File: src/rtl/sram_1rw_port_sched.sv
// Port scheduler for a single 1RW SRAM macro: zero-fills the array after reset, then shares the
// port between one reader and a 1-entry buffered writer, forwarding reads that hit the buffer.
module sram_1rw_port_sched #(
  parameter int unsigned ADDR_W        = 8,
  parameter int unsigned DATA_W        = 22,
  parameter int unsigned DEPTH         = 256,
  parameter bit          INIT_ON_RESET = 1'b1,
  parameter int unsigned STARVE_LIMIT  = 4
) (
  input  logic              clock,
  input  logic              reset_n,
  output logic              init_done,
  input  logic              rd_valid,
  output logic              rd_ready,
  input  logic [ADDR_W-1:0] rd_addr,
  output logic              rd_resp_valid,
  output logic [DATA_W-1:0] rd_resp_data,
  input  logic              wr_valid,
  output logic              wr_ready,
  input  logic [ADDR_W-1:0] wr_addr,
  input  logic [DATA_W-1:0] wr_data,
  output logic              sram_en,
  output logic              sram_wmode,
  output logic [ADDR_W-1:0] sram_addr,
  output logic              sram_wmask,
  output logic [DATA_W-1:0] sram_wdata,
  input  logic [DATA_W-1:0] sram_rdata
);

  localparam int unsigned         StarveW   = $clog2(STARVE_LIMIT + 1);
  localparam logic [StarveW-1:0]  StarveMax = StarveW'(STARVE_LIMIT);
  localparam logic [ADDR_W-1:0]   LastAddr  = ADDR_W'(DEPTH - 1);

  typedef enum logic [0:0] {StInit, StRun} state_e;

  state_e              state_q;
  logic [ADDR_W-1:0]   init_cnt_q;
  logic                init_done_q;

  logic                buf_valid_q;
  logic [ADDR_W-1:0]   buf_addr_q;
  logic [DATA_W-1:0]   buf_data_q;
  logic [StarveW-1:0]  starve_q;

  logic                resp_valid_q;
  logic                resp_sram_q;
  logic [DATA_W-1:0]   resp_data_q;

  logic run, starved, rd_acc, rd_fwd, drain, wr_acc;

  // Outputs are forced low while reset_n is asserted, even though INIT drives the port.
  always_comb begin
    run        = reset_n && (state_q == StRun);
    starved    = buf_valid_q && (starve_q == StarveMax);
    rd_ready   = run && !starved;
    rd_acc     = rd_valid && rd_ready;
    rd_fwd     = rd_acc && buf_valid_q && (rd_addr == buf_addr_q);
    drain      = run && buf_valid_q && (starved || !rd_acc || rd_fwd);
    wr_ready   = run && (!buf_valid_q || drain);
    wr_acc     = wr_valid && wr_ready;

    sram_en    = 1'b0;
    sram_wmode = 1'b0;
    sram_wmask = 1'b0;
    sram_addr  = '0;
    sram_wdata = '0;
    if (reset_n && (state_q == StInit)) begin
      sram_en    = 1'b1;
      sram_wmode = 1'b1;
      sram_wmask = 1'b1;
      sram_addr  = init_cnt_q;
    end else if (drain) begin
      sram_en    = 1'b1;
      sram_wmode = 1'b1;
      sram_wmask = 1'b1;
      sram_addr  = buf_addr_q;
      sram_wdata = buf_data_q;
    end else if (rd_acc && !rd_fwd) begin
      sram_en    = 1'b1;
      sram_addr  = rd_addr;
    end
  end

  always_ff @(posedge clock or negedge reset_n) begin
    if (!reset_n) begin
      state_q     <= INIT_ON_RESET ? StInit : StRun;
      init_cnt_q  <= '0;
      init_done_q <= !INIT_ON_RESET;
    end else if (state_q == StInit) begin
      init_cnt_q <= init_cnt_q + ADDR_W'(1);
      if (init_cnt_q == LastAddr) begin
        state_q     <= StRun;
        init_done_q <= 1'b1;
      end
    end
  end

  always_ff @(posedge clock or negedge reset_n) begin
    if (!reset_n) begin
      buf_valid_q  <= 1'b0;
      buf_addr_q   <= '0;
      buf_data_q   <= '0;
      starve_q     <= '0;
      resp_valid_q <= 1'b0;
      resp_sram_q  <= 1'b0;
      resp_data_q  <= '0;
    end else begin
      if (wr_acc) begin
        buf_valid_q <= 1'b1;
        buf_addr_q  <= wr_addr;
        buf_data_q  <= wr_data;
      end else if (drain) begin
        buf_valid_q <= 1'b0;
      end

      if (drain) begin
        starve_q <= '0;
      end else if (run && buf_valid_q && (starve_q != StarveMax)) begin
        starve_q <= starve_q + StarveW'(1);
      end

      resp_valid_q <= rd_acc;
      resp_sram_q  <= rd_acc && !rd_fwd;
      // resp_data_q keeps the last delivered value so rd_resp_data holds between responses.
      if (rd_fwd) begin
        resp_data_q <= buf_data_q;
      end else if (resp_valid_q && resp_sram_q) begin
        resp_data_q <= sram_rdata;
      end
    end
  end

  assign init_done     = init_done_q;
  assign rd_resp_valid = resp_valid_q;
  assign rd_resp_data  = (resp_valid_q && resp_sram_q) ? sram_rdata : resp_data_q;

endmodule

File: config.mk
export PLATFORM = sky130hd
export DESIGN_NAME = sram_1rw_port_sched
export DESIGN_NICKNAME = d
export VERILOG_FILES = /design/src/rtl/sram_1rw_port_sched.sv
export SDC_FILE = /design/constraint.sdc
export NUM_CORES = 1
export LEC_CHECK = 0
export CAP_MARGIN = 20
export CELL_PAD_IN_SITES_DETAIL_PLACEMENT = 0
export CELL_PAD_IN_SITES_GLOBAL_PLACEMENT = 1
export CORE_ASPECT_RATIO = 0.5
export CORE_MARGIN = 2
export CORE_UTILIZATION = 25
export CTS_BUF_LIST = sky130_fd_sc_hd__clkbuf_4
export DETAILED_ROUTE_END_ITERATION = 6
export PLACE_DENSITY_LB_ADDON = 0.1
export SYNTH_ARGS = -nofsm -noshare
export SYNTH_HDL_FRONTEND = slang
export SYNTH_SLANG_ARGS = --single-unit
File: constraint.sdc
create_clock -name clock -period 4 [get_ports clock]
set_input_delay 1.2 -clock clock [delete_from_list [all_inputs] [get_ports clock]]
set_output_delay 1.2 -clock clock [all_outputs]
set_load 0.1 [all_outputs]
==> results of run 1 <==
## cell usage after synthesis (3+ instances only)
cell	instances	area share
sky130_fd_sc_hd__o32ai_1	30	0.069
sky130_fd_sc_hd__inv_1	34	0.034
sky130_fd_sc_hd__clkbuf_1	13	0.013
sky130_fd_sc_hd__buf_2	12	0.016
sky130_fd_sc_hd__a311oi_1	10	0.023
sky130_fd_sc_hd__and3_1	28	0.046
sky130_fd_sc_hd__ha_1	3	0.0099
sky130_fd_sc_hd__nor2_1	7	0.0069
sky130_fd_sc_hd__o21ai_0	13	0.017
sky130_fd_sc_hd__dfrtp_1	68	0.45
sky130_fd_sc_hd__nand3_1	6	0.0079
sky130_fd_sc_hd__mux2_4	20	0.079
sky130_fd_sc_hd__buf_4	4	0.0079
sky130_fd_sc_hd__mux2_2	26	0.077
sky130_fd_sc_hd__nand2_1	45	0.044
sky130_fd_sc_hd__xnor2_1	13	0.030
sky130_fd_sc_hd__nand4_1	4	0.0066
sky130_fd_sc_hd__mux2i_1	3	0.0079
## state kept, by name (all words and copies together) (netlist names)
signal / flops
buf_data_q: 22
resp_data_q: 22
buf_addr_q: 8
init_cnt_q: 8
starve_q: 3
buf_valid_q: 1
init_done: 1
rd_resp_valid: 1
resp_sram_q: 1
state_q: 1
## power groups by stage
| stage | registers (mW) | clock network (mW) | logic, mW |
|---|---|---|---|
| floorplan | 0.713 | 0 | 0.159 |
| global placement | 0.714 | 0 | 0.320 |
| detailed placement | 0.714 | 0 | 0.320 |
| CTS | 0.701 | 0.532 | 0.325 |
| global route | 0.702 | 0.559 | 0.344 |
| finish | 0.700 | 0.515 | 0.328 |
## layout make-up
| class | instances | area (µm²) | share of cell area |
|---|---|---|---|
| clock buffer | 10 | 75.07 | 0.01151 |
| clock inverter | 5 | 77.57 | 0.01190 |
| inverter | 36 | 135.1 | 0.02073 |
| multi-input combinational | 228 | 2107 | 0.3232 |
| sequential | 68 | 1702 | 0.2610 |
| tap | 198 | 247.7 | 0.03800 |
| timing repair buffer | 167 | 2176 | 0.3337 |
## worst paths after layout
kind	start	to	cells after the start
worst max-delay path	rd_addr[0]	sram_wdata[18]	9
worst min-delay path	init_done$_DFFE_PN0P_	init_done$_DFFE_PN0P_	2
worst max register to register	buf_valid_q$_DFFE_PN0P_	resp_data_q[0]$_DFF_PN0_	16
worst min register to register	init_done$_DFFE_PN0P_	init_done$_DFFE_PN0P_	2
max in group asynchronous	reset_n	buf_data_q[4]$_DFFE_PN0P_	3
min in group asynchronous	reset_n	state_q$_DFF_PN0_	2
## metal layers
metal / global-route usage / wire (µm)
met5: 0 / 0
met4: 0.03252 / 119
met3: 0.04271 / 684
met2: 0.2281 / 5463
met1: 0.2372 / 6314
## stage by stage
stage	cell area (µm²)	power, mW	setup TNS [ns]
2_1_floorplan	3902	0.8725	-2.250
3_3_place_gp	5989	1.033	-8.276
3_5_place_dp	5989	1.034	-8.552
4_1_cts	6442	1.557	0
5_1_grt	6520	1.605	-0.1003
6_report	6520	1.543	0
## kinds of logic after synthesis
family                   synth area share
AND/OR/NAND/NOR                    0.1297
buffers and inverters             0.07897
flip-flops                         0.4475
AO/OA/AOI/OAI                      0.1356
multiplexers                       0.1639
XOR/XNOR                          0.03455
adder cells (fa/ha/maj)          0.009873
## tightest hold or removal path, delay by kind of cell, from the launching register on
| kind | cells | cell delay [ns] |
|---|---|---|
| DFF | 1 | 0.37 |
| AOI/OAI and AO/OA | 1 | 0.05 |
| buffers and inverters | 1 | 0.04 |
## repair_timing
action,in CTS,in global routing
endpoints found under the setup margin,34,32
buffers inserted,19,3
pin swaps,13,10
resized for setup,53,31
endpoints found under the hold margin,0,0
cloned,2,0
==> results.txt, run 1 <==
The total clock sinks came out at around 70. Setup repair after global routing could not meet its margin everywhere. The number of hold violations in the final report came out at 0. The final worst hold slack is about 0.48 ns. The reported net switching power is 0.4384 mW. The number of iterations in the first detailed-routing pass is 4. The synthesized design contains 0 enable-type register cells. The number of vias per cell came out at roughly 4.7. VDD sags by at most a little over 100 µV.

The share of the cycle needed by the critical path after routing is 0.9811. The number of buffers added on ports came out at about 120. Summed over all nets, the half-perimeter wirelength after detailed placement is 8517 µm. After the first detailed-routing iteration, the DRC count stood at 164. Measured along the y axis, the die boundary spans roughly 91 µm. For this run, the register share of the synthesized area comes to 0.4475.

The total routed wirelength is 12,580 µm. The number of nets in the synthesized netlist is about 430. The tightest slew margin relative to the limit is 0.5138.

The pin slew with the least headroom to its limit came out at about 0.73 ns. The number of cell rows is 31. Of the total power, combinational logic draws 0.213. The final-stage net count is about 580. The first-pass GRT wire length came out at a little under 20,000 µm. Data on the critical path is required at its endpoint by about 2.8 ns. Before CTS, the worst setup slack after placement is -0.3057 ns. The number of warnings printed during yosys synthesis came out at 0. For the worst setup path, the data arrival time is ~2.7 ns. In the final routed layout, each cell accounts on average for 17.67 µm. Among cell families on the critical path, the largest total delay comes from buffers and inverters. For this run, the top clock speed supported by timing is ~250 MHz. The share of post-route cells with drive strength above 1 is 0.4397. The count of hold-fix buffers inserted at cts came out at 0. The fraction of synthesis flops using an asynchronous set or reset pin came out at 1.000. From synthesis to final layout, the design area changed by 71.47%. The switching power as a share of total power is 0.2841.

The placeable core region came out at between 0.01 and 0.015 mm². The maximum root-to-sink buffer count came out at 2. In this run the remaining antenna-violating nets after routing total 0. Entering global routing, the biggest net connects 53 pins. The clock transition at the registers of the reported paths came out at about 0.12 ns. Of the total power, registers draw 0.454.

Among all flip-flop cells after synthesis, the most frequent one is sky130_fd_sc_hd__dfrtp_1. The overall fraction of global-route tracks in use is 0.1592. The top cell types in the final layout, fill and taps aside, are sky130_fd_sc_hd__dfrtp_1 (68), sky130_fd_sc_hd__buf_12 (61), sky130_fd_sc_hd__clkdlybuf4s50_1 (53), sky130_fd_sc_hd__nand2_1 (44), sky130_fd_sc_hd__buf_4 (39).

The die footprint came out at 0.01627 mm². The clock root buffer is sky130_fd_sc_hd__clkbuf_4. The number of global-route vias before repair came out at roughly 3.4k. The ratio of total power to cell area is approximately 240 mW/mm². TritonCTS built the clock tree. The leakage power is 2.877 nW.

The clock insertion delay at the later pin of the skew report came out at between 0.4 and 0.5 ns. The number of clock buffers added by TritonCTS is 9. The number of buffers and inverters on the critical path came out at 5. The total number of H-tree levels is 3. The number of register bits inferred by synthesis came out at between 60 and 70. The worst setup path is launched from an input port. After synthesis, the netlist uses 38 different library cells. The share of total power dissipated in the clock network is 0.334.

The flow ran to the end, and the final reports show no timing, DRC or antenna violations. The number of placed instances with taps included is approximately 680. The final route contains around 3.3k vias. Counting every instance in the synthesized netlist gives around 360. Traced cell by cell, the critical path runs through buf_6 > xnor2_4 > nand4_1 > o31ai_4 > buf_6 > buf_8 > buf_12 > and3_4 > buf_12. The count of filler cells inserted in the layout is about 1.4k. The worst setup path is captured at a primary output. The type of the worst min-delay path is flop to flop. The maximum fanout encountered on the critical timing path came out at 4. The internal power of the cells totals 1.105 mW.

The final number of max-transition violations came out at 0. The DRC violation count after routing is 0. The number of violations of the max-capacitance limit is 0.

The last weighted congestion value of the routability-driven placer is 0.7390. The overall die width is 178.4 µm. The number of standard cells in the final layout excluding fillers is 712. The repair_antennas step left the layout with diodes totalling 0. The library cell used most frequently in the layout, excluding fill and tap cells, is sky130_fd_sc_hd__dfrtp_1. In this design, the stage delay of the slowest critical-path cell is approximately 0.33 ns. The worst path in the final design needs a cycle of roughly 3.9 ns, including I/O delays and setup. The initial utilization of the core area, before any placement, comes to 0.2593. The number of top-level pins came out at roughly 120. The mean instance size in the synthesized netlist is about 10 µm².

The worst clock skew came out at between 0.02 and 0.03 ns. The number of antenna violations at the first check in global routing is 0. The synthesized cell area is 0.003802 mm². The count of final setup violators is 0. The critical path is of the input port to primary output type. For this run the aggregate overflow at the end of global routing stands at 0. On the critical path, the stage with the largest delay is an instance of sky130_fd_sc_hd__o31ai_4. The final core utilization is 0.4447. Across all setup checks in the final design, the least slack found is between 0.07 and 0.08 ns. The setup slack on the worst flop-to-flop path is 0.54 ns.
Note: power is estimated with default switching activity, not from simulation.
==> inputs of run 2 (changes only) <==
==> constraint.sdc (replaced) <==
create_clock -name clock -period 3.4 [get_ports clock]
set_input_delay 1.02 -clock clock [delete_from_list [all_inputs] [get_ports clock]]
set_output_delay 1.02 -clock clock [all_outputs]
set_load 0.1 [all_outputs]
==> run 2 against run 1 <==
Largest cell class is now multi-input gates. Die area unchanged. Critical path depth unchanged. The run now ends with setup timing left. Combinational power increased by 19%. Global-route usage decreased by 0.28 points. Clock skew decreased by 0.014 ns. Via count decreased by 1.5%. Critical path type unchanged. Clock-buffer cell count unchanged. Setup slack got worse by 0.15 ns. Critical endpoint is now sram_addr[0]. Final cell count decreased by 0.84%. Final area increased by 1.0%. Flip-flop and latch count unchanged.
==> results.txt, run 2 (synthesis gave the netlist of run 1 again) <==
The design area came out at 0.006586 mm² (was 0.006520 mm²). The busiest layer in global routing is met2 (was met1). The register share of total power is 0.452 (was 0.454). The layout overhead on the synthesized area came out at 73.21% (was 71.47%). The count of cells along the worst register-to-register path is 7 (was 16). The pin slew with the least headroom to its limit came out at 0.7161 ns (was 0.7293 ns). The clock transition at the registers of the reported paths came to 0.12 ns (about the same). The number of global-route vias before repair is 3,386 (was 3,398). The post-layout minimum cycle time came out at 3.478 ns. The diode insertion count for antenna repair came out at 0 (unchanged). Result of the run: complete, but fails checks (was complete, no violations). The required time of the worst setup path was 2.38 ns (was 2.80 ns).

The internal portion of total power was 1.302 mW (was 1.105 mW). The critical path capture point type is a primary output (unchanged). The sum of negative setup slack is -1.431 ns (was 0 ns). The clock network power share came out at 0.334 (about the same). The total via count in the routed design came out at 3,281 (was 3,332). The total number of H-tree levels came out at 3 (unchanged). The total design power came out at 1.821 mW (was 1.543 mW). The total cell area at the placement stage came to 0.006277 mm² (was 0.005989 mm²). The launching element type of the critical path is an input port (unchanged). The kind of critical path was input port to primary output (unchanged). The tightest slew margin relative to the limit came to 0.5226 (was 0.5138). The die span in y is 91.21 µm (unchanged).

The worst voltage drop across the vdd grid is 175.4 µV (was 100.7 µV). The number of antenna violations at the first check in global routing came out at 0 (unchanged). The CTS tree was built (unchanged). The met2 global-route usage was 0.2349 (was 0.2281). The half-perimeter wire length after placement is 8573 µm (was 8517 µm). The number of top-level pins is 123 (unchanged). The type of the worst min-delay path is flop to flop (unchanged). The count of final setup violators came out at 29 (was 0). The DRC violation total after the first TritonRoute iteration came out at 130 (was 164). The maximum fanout encountered on the critical timing path came out at 5 (was 4). The global-route met3 utilization is 0.04062 (was 0.04271). The worst clock skew came out at 0.01533 ns (was 0.02897 ns).

The final-stage net count was 571 (was 577). The clock insertion delay at the later pin of the skew report is 0.42 ns (was 0.44 ns). The post-placement worst setup slack came out at -0.5480 ns (was -0.3057 ns).

The fmax is 287.6 MHz. The most common library cell in the layout ignoring fill and taps is sky130_fd_sc_hd__dfrtp_1 (unchanged). The effective utilization at floorplan is 0.2593 (unchanged).

The total routed wirelength is 12,190 µm (was 12,580 µm). Unrepaired setup endpoints after global routing: true (unchanged). The ratio of total power to cell area came out at 276.5 mW/mm² (was 236.7 mW/mm²). The part of the power in combinational logic is 0.214 (was 0.213). The global-route congestion overflow total came out at 0 (unchanged). The post-layout worst setup margin is -0.07753 ns (was 0.07572 ns). In this design, the critical path's most frequently occurring cell is sky130_fd_sc_hd__buf_8. The number of violations of the max-capacitance limit came out at 0 (unchanged).

The switching power as a share of total power is 0.2849 (was 0.2841). The number of buffers added on ports came out at 122 (unchanged). The worst hold path cell count came out at 2 (unchanged). The count of filler cells inserted in the layout is 1,390 (was 1,382). The placeable core region is 0.01466 mm² (unchanged). The sequential cell area was 0.001702 mm² (unchanged).

The number of vias per cell is 4.647 (was 4.680). Top library cells by usage in the layout, fill and taps aside: sky130_fd_sc_hd__dfrtp_1 (68), sky130_fd_sc_hd__buf_12 (61), sky130_fd_sc_hd__clkdlybuf4s50_1 (53), sky130_fd_sc_hd__nand2_1 (44), sky130_fd_sc_hd__buf_4 (36) (was sky130_fd_sc_hd__dfrtp_1 (68), sky130_fd_sc_hd__buf_12 (61), sky130_fd_sc_hd__clkdlybuf4s50_1 (53), sky130_fd_sc_hd__nand2_1 (44), sky130_fd_sc_hd__buf_4 (39)). Critical path cell sequence: buf_8 > xnor2_4 > nand4_1 > o31ai_4 > buf_6 > buf_8 > inv_8 > mux2i_4 > buf_12 (was buf_6 > xnor2_4 > nand4_1 > o31ai_4 > buf_6 > buf_8 > buf_12 > and3_4 > buf_12). The leakage power is 2.861 nW (was 2.877 nW). The DRC violation count after routing came to 0 (unchanged).

The number of cell rows came out at 31 (unchanged). The clock root buffer was sky130_fd_sc_hd__clkbuf_4 (unchanged). The overall die width is 178.4 µm (unchanged). The reported net switching power came out at 0.5190 mW (was 0.4384 mW). Largest regs: buf_data_q (22), resp_data_q (22) (unchanged). The overall fraction of global-route tracks in use is 0.1564 (was 0.1592).

The share of post-route cells with drive strength above 1 is 0.4488 (was 0.4397). The final number of max-transition violations is 0 (unchanged). The count of hold-fix buffers inserted at cts is 0 (unchanged). The share of the cycle needed by the critical path after routing is 1.023. The final worst hold slack came to 0.4804 ns (was 0.4830 ns).

The number of iterations in the first detailed-routing pass is 4 (unchanged). The number of placed instances with taps included is 684 (was 676). The slowest cell on the critical path is sky130_fd_sc_hd__o31ai_4 (unchanged). The detailed-route wire length per cell came out at 17.27 µm (was 17.67 µm). The global routing usage on met1 came out at 0.2252 (was 0.2372). The final core utilization is 0.4492 (was 0.4447). The remaining antenna violation count came out at 0 (unchanged). The largest net degree at the start of global routing was 54 (was 53). The first-pass GRT wire length was 19,390 µm (was 19,660 µm). The area of the multi-input gates is 0.002193 mm² (was 0.002107 mm²). The maximum root-to-sink buffer count is 2 (unchanged).

The number of standard cells in the final layout excluding fillers is 706 (was 712). The checks that failed: setup timing. The number of hold violations in the final report came out at 0 (unchanged). The data arrival time of the critical path came out at 2.46 ns (was 2.72 ns).

The die footprint came out at 0.01627 mm² (unchanged). The total clock sinks came out at 68 (unchanged). The clock buffer count from CTS came out at 9 (unchanged). The last weighted congestion value of the routability-driven placer came out at 0.7297 (was 0.7390).

The delay of the slowest critical-path stage is 0.25 ns (was 0.33 ns).
run 2: power by group through the flow:
stage                     Sequential [mW]  Combinational (mW)  Clock [mW]
after floorplan                     0.839               0.195           0
after global placement              0.839               0.386           0
after detailed placement            0.840               0.386           0
after CTS                           0.824               0.390       0.634
after global routing                0.826               0.410       0.667
final                               0.824               0.389       0.608
run 2: layer usage:
layer	vias up	part of all wire
met5	-	0
met4	0	0.0060
met3	7	0.051
met2	87	0.44
met1	1611	0.50
li1	1576	-
run 2: area by class of cell:
type | instances | share of cell area
tap | 198 | 0.03761
clock buffer | 10 | 0.01140
inverter | 36 | 0.02204
multi-input combinational | 228 | 0.3330
sequential | 68 | 0.2584
timing repair buffer | 161 | 0.3258
clock inverter | 5 | 0.01178
run 2: path summary, 6_finish.rpt:
path	slack (ns)	end	startpoint
hold / removal	0.48	init_done$_DFFE_PN0P_	init_done$_DFFE_PN0P_
min in group asynchronous	0.53	init_done$_DFFE_PN0P_	reset_n
max in group asynchronous	1.96	resp_data_q[18]$_DFF_PN0_	reset_n
setup reg to reg	1.31	starve_q[0]$_DFFE_PN0P_	buf_addr_q[0]$_DFFE_PN0P_
hold reg to reg	0.48	init_done$_DFFE_PN0P_	init_done$_DFFE_PN0P_
setup / recovery	-0.08	sram_addr[0]	rd_addr[0]
run 2: repair_timing:
action | CTS | global route
endpoints found under the setup margin | 34 | 33
gates cloned | 2 | 0
pin swaps | 15 | 6
setup buffers | 5 | 1
resized for setup | 55 | 12
run 2: worst max-delay path, delay by kind of cell:
kind,cells,cell delay [ns]
compound gates,1,0.25
xor+xnor,1,0.13
buf+inv,5,0.65
mux,1,0.18
simple gates,1,0.21
==> inputs of run 3 (changes only) <==
--- a/config.mk
+++ b/config.mk
@@ -8,7 +8,6 @@
 export CAP_MARGIN = 20
 export CELL_PAD_IN_SITES_DETAIL_PLACEMENT = 0
 export CELL_PAD_IN_SITES_GLOBAL_PLACEMENT = 1
-export CORE_ASPECT_RATIO = 0.5
 export CORE_MARGIN = 2
 export CORE_UTILIZATION = 25
 export CTS_BUF_LIST = sky130_fd_sc_hd__clkbuf_4
==> run 3 against run 2 <==
The flow still finishes with violations (setup timing). Setup slack worse by 0.039 ns. First-iteration DRC count shrank 7.7%. Critical endpoint is now sram_addr[7]. Critical path type unchanged. Wire length grew 5.1%. Sequential power about the same. Via count up 2.2%. Flip-flop and latch count is the same. Final cell count increased by 0.42%. Sequential share of layout area fell by 0.68 points. Register-to-register slack got worse by 1.2 ns. Non-clock buffer count increased by 12.
==> results.txt, run 3 (synthesis gave the netlist of run 1 again) <==
The DRC violation count after routing came to 0 (unchanged). The share of the cycle needed by the critical path after routing is 1.034 (was 1.023). The delay of the slowest critical-path stage is 0.26 ns (was 0.25 ns). The first-pass GRT wire length is 19,420 µm (was 19,390 µm).

The global-route congestion overflow total is 0 (unchanged). The die footprint is 0.01621 mm² (was 0.01627 mm²). The sum of negative setup slack was -2.622 ns (was -1.431 ns).

The worst hold path cell count was 2 (unchanged). The number of buffers added on ports is 122 (unchanged). The kind of critical path is input port to primary output (unchanged). The number of standard cells in the final layout excluding fillers is 709 (was 706).

The number of antenna violations at the first check in global routing is 1 (was 0). The dominant cell type by count on the critical path is sky130_fd_sc_hd__buf_12 (was sky130_fd_sc_hd__buf_8). The fmax came out at 284.4 MHz (was 287.6 MHz). The number of top-level pins came out at 123 (unchanged). The pin slew with the least headroom to its limit is 0.7036 ns (was 0.7161 ns). The number of vias per cell was 4.729 (was 4.647). The clock transition at the registers of the reported paths came out at 0.10 ns (was 0.12 ns).

The critical path capture point type is a primary output (unchanged). The number of iterations in the first detailed-routing pass is 4 (unchanged). Largest regs: buf_data_q (22), resp_data_q (22) (unchanged).

The required time of the worst setup path came out at 2.38 ns (about the same). The post-layout minimum cycle time is 3.516 ns (was 3.478 ns). Unrepaired setup endpoints after global routing: true (unchanged). The number of placed instances with taps included came out at 667 (was 684). The half-perimeter wire length after placement came to 8542 µm (was 8573 µm). The tightest slew margin relative to the limit is 0.5310 (was 0.5226).

The count of filler cells inserted in the layout came out at 1,388 (was 1,390). The number of global-route vias before repair came to 3,498 (was 3,386). The start point of the worst hold path is init_done$_DFFE_PN0P_ (unchanged). The beginning of the worst register-to-register path is buf_addr_q[0]$_DFFE_PN0P_ (unchanged). The worst reg2reg path endpoint is buf_addr_q[4]$_DFFE_PN0P_ (was starve_q[0]$_DFFE_PN0P_). The count of cells along the worst register-to-register path came out at 19 (was 7). Critical path cell sequence: buf_8 > xnor2_4 > nand4_1 > o31ai_4 > buf_6 > buf_12 > inv_8 > mux2i_4 > buf_12 (was buf_8 > xnor2_4 > nand4_1 > o31ai_4 > buf_6 > buf_8 > inv_8 > mux2i_4 > buf_12). The worst min-delay path endpoint is init_done$_DFFE_PN0P_ (unchanged). Failing checks: setup timing (unchanged). The count of final setup violators came to 58 (was 29). The most common library cell in the layout ignoring fill and taps is sky130_fd_sc_hd__dfrtp_1 (unchanged). The leakage power is 2.918 nW (was 2.861 nW).

The number of hold violations in the final report is 0 (unchanged). The overall fraction of global-route tracks in use is 0.1565 (was 0.1564). The share of post-route cells with drive strength above 1 came out at 0.4654 (was 0.4488). The CTS tree is built (unchanged).

The maximum fanout encountered on the critical timing path came out at 5 (unchanged). The die span in y came out at 127.3 µm (was 91.21 µm). The post-placement worst setup slack came out at -0.5347 ns (was -0.5480 ns). The worst voltage drop across the vdd grid is 134.8 µV (was 175.4 µV). The largest net degree at the start of global routing is 53 (was 54).

The detailed-route wire length per cell came out at 18.07 µm (was 17.27 µm). The last weighted congestion value of the routability-driven placer came out at 0.8288 (was 0.7297). The number of cell rows was 45 (was 31). The maximum root-to-sink buffer count came out at 2 (unchanged). The final number of max-transition violations came out at 0 (unchanged). The clock root buffer is sky130_fd_sc_hd__clkbuf_4 (unchanged). The worst clock skew is 0.01332 ns (was 0.01533 ns).

The overall die width came out at 127.3 µm (was 178.4 µm). The layout overhead on the synthesized area came out at 77.89% (was 73.21%). The count of hold-fix buffers inserted at cts came out at 0 (unchanged). The DRC violation total after the first TritonRoute iteration came to 120 (was 130). The clock buffer count from CTS is 9 (unchanged). The data arrival time of the critical path is 2.50 ns (was 2.46 ns). The total clock sinks came out at 68 (unchanged). The remaining antenna violation count is 0 (unchanged). The clock insertion delay at the later pin of the skew report came to 0.43 ns (was 0.42 ns). The setup slack on the worst flop-to-flop path came to 0.07 ns (was 1.31 ns). The total number of H-tree levels is 3 (unchanged). The placeable core region came to 0.01503 mm² (was 0.01466 mm²).

The effective utilization at floorplan was 0.2529 (was 0.2593). The total via count in the routed design came out at 3,353 (was 3,281). The launching element type of the critical path is an input port (unchanged). The type of the worst min-delay path was flop to flop (unchanged). The ratio of total power to cell area is 248.9 mW/mm² (was 276.5 mW/mm²).

Top library cells by usage in the layout, fill and taps aside: sky130_fd_sc_hd__dfrtp_1 (68), sky130_fd_sc_hd__buf_12 (63), sky130_fd_sc_hd__clkdlybuf4s50_1 (53), sky130_fd_sc_hd__nand2_1 (44), sky130_fd_sc_hd__buf_4 (41) (was sky130_fd_sc_hd__dfrtp_1 (68), sky130_fd_sc_hd__buf_12 (61), sky130_fd_sc_hd__clkdlybuf4s50_1 (53), sky130_fd_sc_hd__nand2_1 (44), sky130_fd_sc_hd__buf_4 (36)). The total routed wirelength is 12,820 µm (was 12,190 µm). The number of violations of the max-capacitance limit is 0 (unchanged). The final-stage net count is 583 (was 571). Result of the run: complete, but fails checks (unchanged). The post-layout worst setup margin came to -0.1165 ns (was -0.07753 ns). The slowest cell on the critical path is sky130_fd_sc_hd__o31ai_4 (unchanged).
run 3: cell types whose count changed in the layout (fill, tap and decap cells not counted), moves of 3 or more:
cell | before | now
sky130_fd_sc_hd__and3_4 | 13 | 25
sky130_fd_sc_hd__clkbuf_4 | 10 | 13
sky130_fd_sc_hd__and3_2 | 12 | 0
sky130_fd_sc_hd__a311oi_2 | 3 | 0
sky130_fd_sc_hd__buf_4 | 36 | 41
run 3: where the power goes:
part	switching, mW	leakage [nW]	total, mW	internal, mW
Combinational	0.211	1.98	0.394	0.183
Clock	0.287	0.0639	0.466	0.179
Sequential	0.00266	0.874	0.824	0.821
run 3: stage by stage:
stage	util	cell area, µm²	hold WS [ns]	power, mW
after global placement	0.4116	6187	0.4610	1.218
final	0.4499	6764	0.4820	1.684
after detailed placement	0.4116	6187	0.4687	1.219
after CTS	0.4409	6629	0.4952	1.711
after floorplan	-	4128	0.4622	1.034
after global routing	0.4499	6764	0.5072	1.775
run 3: timing repair:
item,in CTS,in global routing
pin swaps,14,11
gates cloned,3,3
resized for setup,66,34
setup endpoints to repair,34,65
buffers inserted,20,5
hold endpoints to repair,0,0
run 3: routing by layer:
metal,vias to the layer above,wire length [µm],track usage
met2,101,6189,0.2504
li1,1601,-,-
met5,-,0,0
met4,0,181,0.04590
met1,1638,5831,0.2066
met3,13,613,0.04481
run 3: final cells by class:
type	count	area [µm²]	area share
antenna	1	2.502	0.0003700
tap	188	235.2	0.03478
sequential	68	1702	0.2516
timing repair buffer	173	2291	0.3387
clock inverter	2	12.51	0.001850
inverter	36	145.1	0.02146
clock buffer	13	97.59	0.01443
multi-input combinational	228	2278	0.3368
run 3: worst max-delay path by stage:
stage / startpoint / endpoint / slack, ns / cells past startpoint
after CTS: rd_addr[5] / sram_wdata[14] / -0.17 / 9
final: rd_addr[5] / sram_addr[7] / -0.12 / 9
after detailed placement: rd_addr[6] / sram_wdata[18] / -0.53 / 7
after floorplan: rd_addr[0] / sram_addr[1] / -0.23 / 5
after global placement: rd_addr[6] / sram_wdata[18] / -0.50 / 7
after global routing: rd_addr[2] / sram_addr[2] / -0.16 / 9
run 3: worst max-delay path: cells and delay by family:
family          cells  cell delay [ns]
buf+inv             5             0.67
xor+xnor            1             0.14
compound gates      1             0.26
mux                 1             0.18
simple gates        1             0.22
